## src/rtl/mux_scan_pkg.sv

```systemverilog
// Shared mode encodings and controller state type for the scanning N-to-1 mux.
package mux_scan_pkg;

  localparam logic [1:0] MODE_MANUAL = 2'b00;
  localparam logic [1:0] MODE_SCAN   = 2'b01;
  localparam logic [1:0] MODE_HOLD   = 2'b10;

  typedef enum logic [1:0] {
    IDLE   = 2'b00,
    MANUAL = 2'b01,
    SCAN   = 2'b10,
    HOLD   = 2'b11
  } state_e;

  // The reserved encoding 2'b11 behaves exactly like HOLD.
  function automatic state_e modeToState(input logic [1:0] mode);
    case (mode)
      MODE_MANUAL: modeToState = MANUAL;
      MODE_SCAN:   modeToState = SCAN;
      default:     modeToState = HOLD;
    endcase
  endfunction

endpackage

```

## src/rtl/mux_scan_ctrl.sv

```systemverilog
// Controller for the scanning mux: state register, scan pointer, dwell counter
// and wrap pulse; tells the datapath which channel to load and whether it exists.
module mux_scan_ctrl
  import mux_scan_pkg::*;
#(
  parameter int CHANNELS = 8,
  parameter int DWELL    = 1,
  localparam int SEL_W   = $clog2(CHANNELS)
) (
  input  logic             clk,
  input  logic             rst_n,
  input  logic             enable,
  input  logic [1:0]       mode,
  input  logic [SEL_W-1:0] sel_in,
  output logic             load,
  output logic [SEL_W-1:0] idx,
  output logic             idx_legal,
  output logic             wrap
);

  localparam int CNT_W = (DWELL > 1) ? $clog2(DWELL) : 1;
  localparam logic [SEL_W-1:0] LAST_CH  = SEL_W'(CHANNELS - 1);
  localparam logic [CNT_W-1:0] LAST_CNT = CNT_W'(DWELL - 1);

  state_e           state_q, state_d;
  logic [SEL_W-1:0] scan_ptr_q, scan_ptr_d;
  logic [CNT_W-1:0] dwell_cnt_q, dwell_cnt_d;
  logic [CNT_W-1:0] cnt_eff;
  logic             wrap_pend_q, wrap_pend_d;
  logic             wrap_q, wrap_d;

  // The pointer can only reach 0 again by advancing past the last channel,
  // so a pending flag set at that advance marks the next scan sample as a wrap.
  always_comb begin
    state_d     = state_q;
    scan_ptr_d  = scan_ptr_q;
    dwell_cnt_d = dwell_cnt_q;
    wrap_pend_d = wrap_pend_q;
    wrap_d      = 1'b0;
    load        = 1'b0;
    idx         = scan_ptr_q;
    cnt_eff     = dwell_cnt_q;
    if (enable) begin
      state_d = modeToState(mode);
      case (state_d)
        MANUAL: begin
          load = 1'b1;
          idx  = sel_in;
        end
        SCAN: begin
          load        = 1'b1;
          wrap_d      = wrap_pend_q;
          wrap_pend_d = 1'b0;
          // Entering the scan restarts the dwell with this cycle as its first.
          cnt_eff     = (state_q == SCAN) ? dwell_cnt_q : '0;
          if (cnt_eff == LAST_CNT) begin
            dwell_cnt_d = '0;
            if (scan_ptr_q == LAST_CH) begin
              scan_ptr_d  = '0;
              wrap_pend_d = 1'b1;
            end else begin
              scan_ptr_d = scan_ptr_q + 1'b1;
            end
          end else begin
            dwell_cnt_d = cnt_eff + 1'b1;
          end
        end
        default: ;
      endcase
    end
  end

  assign idx_legal = (32'(idx) < 32'(CHANNELS));
  assign wrap      = wrap_q;

  always_ff @(posedge clk) begin
    if (!rst_n) begin
      state_q     <= IDLE;
      scan_ptr_q  <= '0;
      dwell_cnt_q <= '0;
      wrap_pend_q <= 1'b0;
      wrap_q      <= 1'b0;
    end else begin
      state_q     <= state_d;
      scan_ptr_q  <= scan_ptr_d;
      dwell_cnt_q <= dwell_cnt_d;
      wrap_pend_q <= wrap_pend_d;
      wrap_q      <= wrap_d;
    end
  end

endmodule

```

## src/rtl/mux_scan_nx1.sv

```systemverilog
// Registered N-to-1 multiplexer with manual select, timed auto-scan and hold;
// the controller picks the channel, this level muxes and registers the sample.
module mux_scan_nx1
  import mux_scan_pkg::*;
#(
  parameter int WIDTH    = 4,
  parameter int CHANNELS = 8,
  parameter int DWELL    = 1,
  localparam int SEL_W   = $clog2(CHANNELS)
) (
  input  logic                      clk,
  input  logic                      rst_n,
  input  logic                      enable,
  input  logic [1:0]                mode,
  input  logic [SEL_W-1:0]          sel_in,
  input  logic [CHANNELS*WIDTH-1:0] data_in,
  output logic [WIDTH-1:0]          q,
  output logic [SEL_W-1:0]          ch_out,
  output logic                      valid,
  output logic                      wrap
);

  logic             load;
  logic [SEL_W-1:0] idx;
  logic             idx_legal;
  logic [WIDTH-1:0] mux_d;
  logic [WIDTH-1:0] q_q;
  logic [SEL_W-1:0] ch_q;
  logic             valid_q;

  mux_scan_ctrl #(
    .CHANNELS (CHANNELS),
    .DWELL    (DWELL)
  ) u_ctrl (
    .clk       (clk),
    .rst_n     (rst_n),
    .enable    (enable),
    .mode      (mode),
    .sel_in    (sel_in),
    .load      (load),
    .idx       (idx),
    .idx_legal (idx_legal),
    .wrap      (wrap)
  );

  // Compare-based mux so an index past the last channel never addresses data_in.
  always_comb begin
    mux_d = '0;
    for (int i = 0; i < CHANNELS; i++) begin
      if (idx == SEL_W'(i)) begin
        mux_d = data_in[i*WIDTH +: WIDTH];
      end
    end
  end

  always_ff @(posedge clk) begin
    if (!rst_n) begin
      q_q     <= '0;
      ch_q    <= '0;
      valid_q <= 1'b0;
    end else if (load) begin
      q_q     <= idx_legal ? mux_d : '0;
      ch_q    <= idx;
      valid_q <= idx_legal;
    end
  end

  assign q      = q_q;
  assign ch_out = ch_q;
  assign valid  = valid_q;

endmodule
```

## config.mk

```make
export PLATFORM = sky130hd
export DESIGN_NAME = mux_scan_nx1
export DESIGN_NICKNAME = d
export VERILOG_FILES = /design/src/rtl/mux_scan_pkg.sv /design/src/rtl/mux_scan_ctrl.sv /design/src/rtl/mux_scan_nx1.sv
export SDC_FILE = /design/constraint.sdc
export NUM_CORES = 1
export LEC_CHECK = 0
export CORE_UTILIZATION = 35
export DETAILED_ROUTE_END_ITERATION = 6
export PLACE_DENSITY = 0.7
export SLEW_MARGIN = 0
export SYNTH_ARGS = -nofsm -noshare
export SYNTH_HDL_FRONTEND = slang
export SYNTH_SLANG_ARGS = --single-unit
export TNS_END_PERCENT = 1
```

## constraint.sdc

```tcl
create_clock -name clk -period 5.85 [get_ports clk]
set_input_delay 1.17 -clock clk [delete_from_list [all_inputs] [get_ports clk]]
set_output_delay 1.17 -clock clk [all_outputs]
set_load 0.05 [all_outputs]
```

==> summary.txt <==
Logic synthesis
  • Yosys cell types: 43
  • Number of flops mapped to enable cells by yosys: 0
  • Post-Syn Area: 1190 um^2
  • Cells after Synth: 148
  • Area contributors post-synth: dfxtp_1, mux2i_1, nand2_1
  • Ys flop type: dfxtp_1
  • Count of state elements after synthesis: 13
  • Commonest cells in the netlist: dfxtp_1, nand2_1, clkbuf_1, mux2i_1, o21ai_0
  • Async set-reset flop share out of synthesis: 0
  • Post-synth top area share: 0.219
  • Sequential fraction of the synthesis area: 0.219
  • Area leader, netlist: dfxtp_1
  • Avg Inst Size Synth: 8.01 um^2
  • Syn_nets: 190
  • Most numerous cell in the Yosys netlist: dfxtp_1
  • YS warnings: 0

STA
  • Worst slew margin: 0.610
  • Worst Skew: 0.00160 ns
  • Worst-Margin Slew: 0.584 ns
  • Sum of negative setup slack: 0 ns
  • F_max: 299 MHz
  • Final setup viols: 0
  • Slew Limit Fails: 0
  • Final worst path period share: 0.572
  • RSZ-0062 raised after global routing: false
  • Final Hold Fails: 0
  • Min cycle time layout: 3.35 ns

Critical path
  • Worst r2r src: u_ctrl.scan_ptr_q[1]
  • CP endpoint kind: flop
  • Max stage delay on crit path: 0.71 ns
  • Slowest-stage cell, CP: clkdlybuf4s50_1
  • Max FO, Critical Path: 17
  • WP buf/inv: 1
  • Worst Path Arrival: 3.53 ns
  • R2R Setup Slk: 3.98 ns
  • Data required time at the worst endpoint: 6.03 ns
  • Critical path's top delay family: buffers and inverters
  • Setup crit start kind: input port
  • Crit Path Category: input port to flop
  • Worst R2R End: q[2]
  • Levels on crit path: 6
  • Reg2reg path depth: 5
  • Worst-path cell chain: clkdlybuf4s50_1 -> nor3b_2 -> mux2i_1 -> o311ai_0 -> a211o_1 -> o211a_1

Place
  • GP Congestion: 0.903
  • Inst Count DP: 229
  • Port Buffers: 48
  • Post-DP HPWL: 2890 um

Floorplanning
  • Top Ports: 49
  • Core ar.: 3130 um^2
  • Die Area: 3630 um^2
  • Die width: 60.2 um
  • Initial core utilization: 0.379
  • Rows: 20
  • Chip height: 60.2 um

Global route
  • Vias in the first global route: 1,290
  • Largest net degree at the start of global routing: 19
  • All-Layer GR Usage: 0.214
  • Initial antenna violation count: 0
  • Overflow after GRT: 0
  • Global-route wire length before repair: 5840 um

Cells and area
  • Area of the multi-input gates: 851 um^2
  • Layout cells sized above 1: 0.0688
  • N_diodes: 0
  • Sequential standard cell area: 260 um^2
  • Post-layout util: 0.542
  • Fin cells: 233
  • Area growth syn-to-layout: 43.0%
  • FILL cells: 317
  • Fin nets: 232

Detailed routing
  • WL/cell: 15.8 um
  • 1st-pass router iterations: 4
  • Iter 0 DRT Violations: 55
  • Post-Route WL: 3670 um
  • Post-route DRC: 0
  • Via Count: 1,300
  • Vias/cell: 5.58
  • Post-DRT Antenna Nets: 0

Clock network
  • H-tree Lvls: 1
  • CTS buffer count: 3
  • Reg clk slew, reported paths: 0.08 ns
  • Root Buffer: clkbuf_4
  • Num Clock Sinks: 13
  • Post-CTS sizing: 0
  • Hold Buf Count CTS: 0
  • CTS tree: built
  • Clock Tree Buf Depth: 2
  • Clk Latency, worst-skew pair: 0.28 ns
  • # Post-CTS Setup Buffers: 0

Run
  • Max-cap violations: 0

Worst hold path
  • Min-Delay Endpoint: u_ctrl.wrap
  • Hold depth: 2
  • Worst Hold Class: flop to flop
  • Min-Delay Startpoint: u_ctrl.wrap_pend_q

Pwr
  • Cell Pwr Density: 143 nW/um^2
  • VDD IR max: 0.000111 V
  • Pleak: 0.649 nW

Status
  • Status: complete, no violations
## report_power, final
part | total (W) | switching, W | leakage, nW | internal (W)
Combinational | 0.0000895 | 0.0000435 | 0.525 | 0.0000460
Clock | 0.0000569 | 0.0000315 | 0.0177 | 0.0000254
Sequential | 0.0000957 | 0.00000324 | 0.106 | 0.0000924
Total | 0.000242 | 0.0000782 | 0.649 | 0.000164
## per-layer routing
metal  up-vias  track usage  wire length, um  part of all wire
met5         -            0                0                 0
li1        639            -                -                 -
met2        47        0.385             1760              0.48
met3         2       0.0541              254             0.069
met1       612        0.257             1650              0.45
met4         0       0.0299               16            0.0044
## cell usage in the layout (no fill, tap or decap), types with 5 or more instances in the layout
cell,count
a211oi_1,5
clkdlybuf4s50_1,48
dfxtp_1,13
mux2i_1,10
nand2_1,12
nand2b_1,6
nand3_1,6
nor2_1,7
nor2b_1,7
nor3_1,7
o21ai_0,8
## final cells by class
type,count,area share
repair buffers,49,0.288
inverters,4,0.00885
well taps,44,0.0324
clock inverters,1,0.00295
multi-input cells,119,0.501
clock buffers,3,0.0133
flip-flops and latches,13,0.153
## tightest hold or removal path, stage by stage (launching register included)
cell and delay, ns:
dfxtp_1 0.32, nand2_1 0.06, nor2_1 0.03
## sequential cells by signal, summed over array words and instances (netlist names)
| name | cells |
|---|---|
| ch_out | 3 |
| q | 4 |
| u_ctrl.wrap_pend_q | 1 |
| u_ctrl.wrap | 1 |
| u_ctrl.scan_ptr_q | 3 |
| valid | 1 |
## stage by stage
stage | hold WS, ns | power, W | setup WS [ns] | cell area [um^2]
floorplan | 0.410 | 0.000145 | 3.10 | 1190
global placement | 0.444 | 0.000187 | 2.23 | 1670
detailed placement | 0.441 | 0.000187 | 2.20 | 1670
CTS | 0.455 | 0.000244 | 2.48 | 1700
global route | 0.463 | 0.000254 | 2.25 | 1700
finish | 0.445 | 0.000242 | 2.50 | 1700
## how the worst max path moves through the flow
stage / end / slack (ns) / from
after floorplan: q[1] / 3.10 / mode[0]
after detailed placement: q[3] / 2.20 / mode[0]
after CTS: q[3] / 2.48 / mode[0]
final: q[3] / 2.50 / mode[0]
after global routing: q[3] / 2.25 / mode[0]
after global placement: q[3] / 2.23 / mode[0]
## cell families (layout without fill, tap and decap cells)
kind of cell,count (synthesis),count (layout),share of synthesized area
muxes,14,14,0.126
and+or+nand+nor,59,59,0.294
DFF,13,13,0.219
buffers and inverters,16,57,0.0633
adders and majority gates,2,2,0.0211
AOI/OAI and AO/OA,44,44,0.276
Power figures use the tool's default switching activity.
